`config.mk`:
```
export PLATFORM = sky130hd
export DESIGN_NAME = nnrv_if_pq
export DESIGN_NICKNAME = d
export VERILOG_FILES = /design/src/rtl/nnrv_if_pq.sv
export SDC_FILE = /design/constraint.sdc
export NUM_CORES = 1
export LEC_CHECK = 0
export ABC_AREA = 1
export ABC_CLOCK_PERIOD_IN_PS = 4600
export BUFFER_PORTS_ARGS = -buffer_cell sky130_fd_sc_hd__clkbuf_2
export CORE_ASPECT_RATIO = 0.75
export CORE_UTILIZATION = 36
export DETAILED_ROUTE_END_ITERATION = 8
export PLACE_DENSITY = 0.51
export SLEW_MARGIN = 20
export SYNTH_ARGS = -nofsm -noshare
export SYNTH_HDL_FRONTEND = slang
export SYNTH_SLANG_ARGS = --single-unit
```
`constraint.sdc`:
```
create_clock -name i_clk -period 4.6 [get_ports i_clk]
set_input_delay 0.92 -clock i_clk [delete_from_list [all_inputs] [get_ports i_clk]]
set_output_delay 0.92 -clock i_clk [all_outputs]
set_load 0.01 [all_outputs]
```
`src/rtl/nnrv_if_pq.sv`:
```
`default_nettype none
// +--------------------------------------------------------------------------+
// | nnrv_if_pq : instruction fetch with prefetch queue and redirect flush    |
// | Revision   : 1.0                                                         |
// +--------------------------------------------------------------------------+
module nnrv_if_pq #(
    parameter int INSTR_WIDTH = 32,
    parameter int ADDR_WIDTH  = 8,
    parameter int RESET_PC    = 0,
    parameter int QDEPTH      = 4
) (
    input  logic                   i_clk,
    input  logic                   i_rst_n,
    output logic [ADDR_WIDTH-1:0]  o_pc,
    output logic                   o_rd_en,
    output logic                   o_ce,
    input  logic [INSTR_WIDTH-1:0] i_rom_instr,
    input  logic                   i_redirect,
    input  logic [ADDR_WIDTH-1:0]  i_redirect_pc,
    output logic                   o_id_valid,
    output logic [INSTR_WIDTH-1:0] o_id_instr,
    output logic [ADDR_WIDTH-1:0]  o_id_pc,
    input  logic                   i_id_ready
);

    localparam int PW = $clog2(QDEPTH);
    localparam int CW = PW + 1;

    logic [ADDR_WIDTH-1:0]  fetch_pc_q, fetch_pc_d;
    logic                   inflight_q, inflight_d;
    logic [ADDR_WIDTH-1:0]  ifpc_q, ifpc_d;
    logic [CW-1:0]          count_q, count_d;
    logic [PW-1:0]          rd_ptr_q, rd_ptr_d;
    logic [PW-1:0]          wr_ptr_q, wr_ptr_d;
    logic [INSTR_WIDTH-1:0] instr_q [QDEPTH];
    logic [ADDR_WIDTH-1:0]  pcs_q   [QDEPTH];

    logic          w_pop;
    logic          w_push;
    logic          w_issue;
    logic [CW:0]   w_occ;

    assign w_pop  = (count_q != '0) && i_id_ready;
    assign w_push = inflight_q && !i_redirect;

    // Slots already promised to the queue plus the in-flight word, net of a pop this cycle.
    assign w_occ   = {1'b0, count_q} + {{CW{1'b0}}, inflight_q} - {{CW{1'b0}}, w_pop};
    assign w_issue = i_rst_n && !i_redirect && (w_occ < (CW+1)'(QDEPTH));

    assign o_pc       = fetch_pc_q;
    assign o_rd_en    = w_issue;
    assign o_ce       = w_issue;
    assign o_id_valid = (count_q != '0);
    assign o_id_instr = instr_q[rd_ptr_q];
    assign o_id_pc    = pcs_q[rd_ptr_q];

    always_comb begin
        fetch_pc_d = fetch_pc_q;
        inflight_d = 1'b0;
        ifpc_d     = ifpc_q;
        count_d    = count_q;
        rd_ptr_d   = rd_ptr_q;
        wr_ptr_d   = wr_ptr_q;
        if (i_redirect) begin
            fetch_pc_d = i_redirect_pc & ~ADDR_WIDTH'(3);
            count_d    = '0;
            rd_ptr_d   = '0;
            wr_ptr_d   = '0;
        end else begin
            if (w_issue) begin
                fetch_pc_d = fetch_pc_q + ADDR_WIDTH'(4);
                inflight_d = 1'b1;
                ifpc_d     = fetch_pc_q;
            end
            count_d  = count_q + CW'(w_push) - CW'(w_pop);
            rd_ptr_d = rd_ptr_q + PW'(w_pop);
            wr_ptr_d = wr_ptr_q + PW'(w_push);
        end
    end

    always_ff @(posedge i_clk or negedge i_rst_n) begin
        if (!i_rst_n) begin
            fetch_pc_q <= ADDR_WIDTH'(RESET_PC);
            inflight_q <= 1'b0;
            ifpc_q     <= '0;
            count_q    <= '0;
            rd_ptr_q   <= '0;
            wr_ptr_q   <= '0;
            for (int i = 0; i < QDEPTH; i++) begin
                instr_q[i] <= '0;
                pcs_q[i]   <= '0;
            end
        end else begin
            fetch_pc_q <= fetch_pc_d;
            inflight_q <= inflight_d;
            ifpc_q     <= ifpc_d;
            count_q    <= count_d;
            rd_ptr_q   <= rd_ptr_d;
            wr_ptr_q   <= wr_ptr_d;
            if (w_push) begin
                instr_q[wr_ptr_q] <= i_rom_instr;
                pcs_q[wr_ptr_q]   <= ifpc_q;
            end
        end
    end

endmodule
`default_nettype wire

```
=== After elaboration in Yosys (flattened, before gate mapping) ===
Cells that the tools add are included.

* Register bits after elaboration: 184
* Input bits: 44
* Output and inout bits: 51
* Word-level logic and storage cells: 56

* Add/subtract/negate cells: 7
* Order comparisons: 4
* Multiplexer cells: 19
* Bitwise logic cells: 3
* Reductions and logical operators: 9

{| class="wikitable"
|+ Operators by type and width
! cell !! number
|-
| $bwmux W128 || 1
|-
| $mux W32 || 3
|-
| $bmux W32 S2 || 1
|-
| $demux W32 S2 || 1
|-
| $mux W8 || 5
|-
| $bwmux W32 || 1
|-
| $bmux W8 S2 || 1
|-
| $demux W8 S2 || 1
|-
| $add A8 B3 Y8 const B || 1
|-
| $ge A3 B3 Y1 const B || 2
|-
| $not A2 Y3 || 2
|-
| $logic_and A1 B1 Y1 || 5
|-
| $add A2 B1 Y2 || 2
|-
| $add A3 B1 Y4 || 1
|-
| $lt A4 B3 Y1 const B || 1
|-
| $mux W2 || 2
|-
| $sub A4 B1 Y4 || 1
|-
| $add A3 B1 Y3 || 1
|-
| $lt A3 B1 Y1 const B || 1
|-
| $mux W3 || 1
|-
| $reduce_bool A3 Y1 || 1
|-
| $sub A3 B1 Y3 || 1
|-
| $mux W1 || 2
|-
| $reduce_and A2 Y1 || 1
|-
| other kinds (3) || 3
|}

=== Depth between registers and ports, before layout ===
* Depth after elaboration: 7
* Mapped depth: 14
* Mapped depth without buffers: 14

=== Worst setup path after synthesis ===
OpenSTA, ideal clock, no wires.

* Path kind: input to output
* From: input port i_id_ready
* To: output port o_rd_en
* Data arrival time: 2.149 ns
* Required time: 3.680 ns
* Slack: 1.531 ns
* Stages: 10
* Buffers on the path: 1
* Cell sequence: nand3_1 -> ha_1 -> nand2_1 -> inv_1 -> nand3_2 -> a21oi_1 -> nor2_2 -> nand2_4 -> clkinv_1 -> buf_4

* Longest elaborated chain between the ends: 4

{| class="wikitable"
|+ RTL lines
! item !! line !! RTL
|-
| from (decl) || 23 || <nowiki>input logic i_id_ready</nowiki>
|-
| $logic_and A1 B1 Y1 || 43 || <nowiki>assign w_pop = (count_q != '0) && i_id_ready;</nowiki>
|-
| $sub A4 B1 Y4 || 47 || <nowiki>assign w_occ = {1'b0, count_q} + {{CW{1'b0}}, inflight_q} - {{CW{1'b0}}, w_pop};</nowiki>
|-
| $lt A4 B3 Y1 || 48 || <nowiki>assign w_issue = i_rst_n && !i_redirect && (w_occ < (CW+1)'(QDEPTH));</nowiki>
|-
| $logic_and A1 B1 Y1 || 48 ||
|-
| to (decl) || 15 || <nowiki>output logic o_rd_en,</nowiki>
|}

Every way passes these cells.

=== Final worst setup path ===
* From: register rd_ptr_q[1]
* To: output port o_id_instr[3]

* Longest elaborated chain between the ends: 4

{| class="wikitable"
|+ RTL lines
! item !! line !! RTL
|-
| from (decl) || 33 || <nowiki>logic [PW-1:0] rd_ptr_q, rd_ptr_d;</nowiki>
|-
| from (signal assigned) || 98 || <nowiki>rd_ptr_q <= rd_ptr_d;</nowiki>
|-
| $not A2 Y3 (not written as such) || 54 || <nowiki>assign o_id_instr = instr_q[rd_ptr_q];</nowiki>
|-
| $bmux W32 S2 || 54 ||
|-
| $mux W32 (not written as such) (2 in a row) || 54 ||
|-
| to (decl) || 21 || <nowiki>output logic [INSTR_WIDTH-1:0] o_id_instr,</nowiki>
|}

Every way passes these cells. The select of a mux whose other input is x is not followed.

==> metrics.md <==
| Metric | Value |
|---|---|
| Status | `completed` |
| Routed vias | `6062` |
| TritonCTS Sinks | `172` |
| Static Leak | `4.39 nW` |
| Crit path capture type | `output pin` |
| Core area | `20600 um2` |
| Pwr dens | `594 nW/um2` |
| Fin Clk Skew | `0.0149 ns` |
| Area Growth Syn to Fin | `15.4%` |
| Post-Syn Area | `7670 um2` |
| Routability cong. | `0.769` |
| Least-Margin Pin Slew | `1.04 ns` |
| Share of layout cells above drive strength 1 | `15.4%` |
| Period utilisation layout | `72.9%` |
| Clk pwr share | `27.4%` |
| Worst Path Arrival | `2.43 ns` |
| Final Net Count | `1006` |
| Total power | `5.26 mW` |
| Routed Antenna Nets | `0` |
| CTS Buf Count | `17` |
| Die Y | `128 um` |
| Total grt overflow | `0` |
| Top cell type's share of synthesized area | `56.1%` |
| DRC Markers | `0` |
| Slew HR | `30.8%` |
| Worst endpoint required time | `3.68 ns` |
| EDFF count, synth | `0` |
| Die width | `171 um` |
| Synth area leader | `dfrtp_1` |
| Reg area | `4310 um2` |
| Pin count of the biggest net entering global routing | `78` |
| # Post-CTS Setup Buffers | `0` |
| Crit path time final | `3.35 ns` |
| IO Port Bufs | `88` |
| Avg Cell Area, Syn | `8.54 um2` |
| Fin util | `43.1%` |
| Setup crit end | `o_id_instr[3]` |
| CTS Hold Buffers Added | `0` |
| Met2 Usage GRT | `28.4%` |
| Hold Worst Slack | `0.370 ns` |
| Initial core utilization | `37.3%` |
| Seq cells post-synth | `172` |
| Crit path launch | `rd_ptr_q[1]` |
| Vias per cell | `4.85` |
| Total GRT Usage | `18.5%` |
| I/O Pins | `95` |
| Synth area leaders | `dfrtp_1 (56%), o21ai_0 (15%), nand2_1 (9.7%)` |
| Area of the multi-input gates | `2850 um2` |
| Highest clock rate | `298 MHz` |
| RSZ-0062 raised after global routing | `false` |
| RR Endpoint | `instr_q[91]` |
| DPL Wire Length | `10900 um` |
| Grt met3 use | `3.23%` |
| DR pass1 iterations | `7` |
| R2r startpoint | `inflight_q` |
| Reg2Reg Depth | `6` |
| Setup CP Type | `reg2out` |
| Wirelength, routed | `18700 um` |
| Filler Cells Inserted | `2096` |
| Crit path max fanout | `26` |
| Part of the power in combinational logic | `34.8%` |
| Vias in the first global route | `5894` |
| Worst skew pair latency | `0.44 ns` |
| Clock buffer depth | `2` |
| DRT iter0 DRCs | `432` |
| Async SR Flop Fraction | `100%` |
| Synth Instances | `898` |
| Type of origin of the critical path | `flop` |
| Sequential area share after synthesis | `56.1%` |
| H-tree Lvls | `4` |
| CTS tree | `yes` |
| DIE AREA | `21900 um2` |
| CTS root buffer | `clkbuf_16` |
| Final Max Tran Viols | `0` |
| Pint | `3.30 mW` |
| Final setup vio count | `0` |
| FP Rows | `45` |
| Avg WL per Cell | `15.0 um` |
| Max_cap viols | `0` |
| Worst hold path type | `in2async` |
| Distinct cells, synth | `28` |
| Fin. Hold Viols | `0` |
| Net Sw Power | `1.96 mW` |
| Met1 usage | `26.1%` |
| Clock transition at the registers of the reported paths | `0.07 ns` |
| First-pass GRT wire length | `31300 um` |
| Diode count | `0` |
| Worst vdd ir | `265 uV` |
| Busiest grt layer | `met2` |
| Placed instance area | `8280 um2` |
| Switching share of power | `37.2%` |
| Number of synthesis warnings | `0` |
| Setup TNS | `0 ns` |
| PostCTS Resize Cnt | `0` |
| Reg-to-reg slack, setup | `2.22 ns` |
| Flop pwr share | `37.8%` |
| Initial antenna violation count | `0` |
| Final Instance Area | `8860 um2` |
| Synth Flop Type | `dfrtp_1` |
==> sequential cells by signal, summed over array words and instances (netlist names) <==
register and flops:
rd_ptr_q 2, o_pc 6, count_q 3, ifpc_q 6, inflight_q 1, pcs_q 24, instr_q 128, wr_ptr_q 2
==> synthesized netlist by cell type, types with 2 or more instances <==
master and instances:
a21oi_1 5, buf_2 20, buf_4 6, clkbuf_1 38
dfrtp_1 172, ha_1 6, inv_1 58, inv_2 2
nand2_1 198, nand2_2 2, nand3_1 8, nand3_2 9
nor2_1 87, o21ai_0 228, o21ai_1 8, o22ai_1 38
xnor2_1 2
==> worst min path at each step <==
| stage | startpoint | endpoint | depth (start not counted) |
|---|---|---|---|
| after floorplan | instr_q[32] | instr_q[32] | 2 |
| after global placement | instr_q[60] | instr_q[60] | 2 |
| after detailed placement | instr_q[47] | instr_q[47] | 2 |
| after CTS | i_rst_n | instr_q[97] | 1 |
| after global routing | i_rst_n | instr_q[8] | 1 |
| final | i_rst_n | instr_q[4] | 1 |
==> stage by stage <==
step / worst slack, ns / std cells
after floorplan: 1.53 / 901
after detailed placement: 1.26 / 1218
after CTS: 1.19 / 1250
after global placement: 1.28 / 1218
after global routing: 1.06 / 1250
final: 1.25 / 1250
==> cells by family after synthesis <==
logic type / Yosys count / share of synthesized area [%]
flops: 172 / 56.1
compound gates: 280 / 18.9
xor+xnor: 2 / 0.228
other cells: 1 / 0.0489
fa+ha+maj: 7 / 1.24
buf+inv: 126 / 6.93
simple gates: 310 / 16.5
==> layout by cell type (no fill, tap or decap), types with 8 or more instances in the layout <==
| master | n |
|---|---|
| buf_4 | 12 |
| clkbuf_16 | 17 |
| clkbuf_2 | 87 |
| dfrtp_1 | 171 |
| inv_1 | 57 |
| nand2_1 | 196 |
| nand3_1 | 8 |
| nand3_2 | 9 |
| nor2_1 | 87 |
| o21ai_0 | 228 |
| o21ai_1 | 8 |
| o22ai_1 | 38 |
==> per-layer routing <==
metal  vias up  part of all wire (%)
met4         0                   1.4
met2       106                    44
li1       3057                     -
met5         -                     0
met1      2881                    51
met3        18                   3.8
==> area by class of cell <==
type | instances | share of cell area, %
clock buffers | 22 | 5.24
clock inverters | 10 | 1.31
inverters | 61 | 2.59
multi-input cells | 603 | 32.2
flip-flops and latches | 172 | 48.6
well taps | 282 | 3.98
repair buffers | 100 | 6.06
==> critical path, stage by stage (launching register included) <==
cell	delay (ns)
dfrtp_1	0.38
inv_1	0.71
buf_4	0.36
o21ai_0	0.11
o22ai_1	0.24
clkbuf_2	0.19
==> power groups by stage <==
stage / Clock [mW] / Combinational, mW / Sequential [mW]
floorplan: 0 / 1.19 / 1.98
global placement: 0 / 1.83 / 2.01
detailed placement: 0 / 1.85 / 2.01
CTS: 1.47 / 1.85 / 1.99
global route: 1.53 / 2.08 / 2.03
finish: 1.44 / 1.83 / 1.99
(Power assumes the default switching activity.)
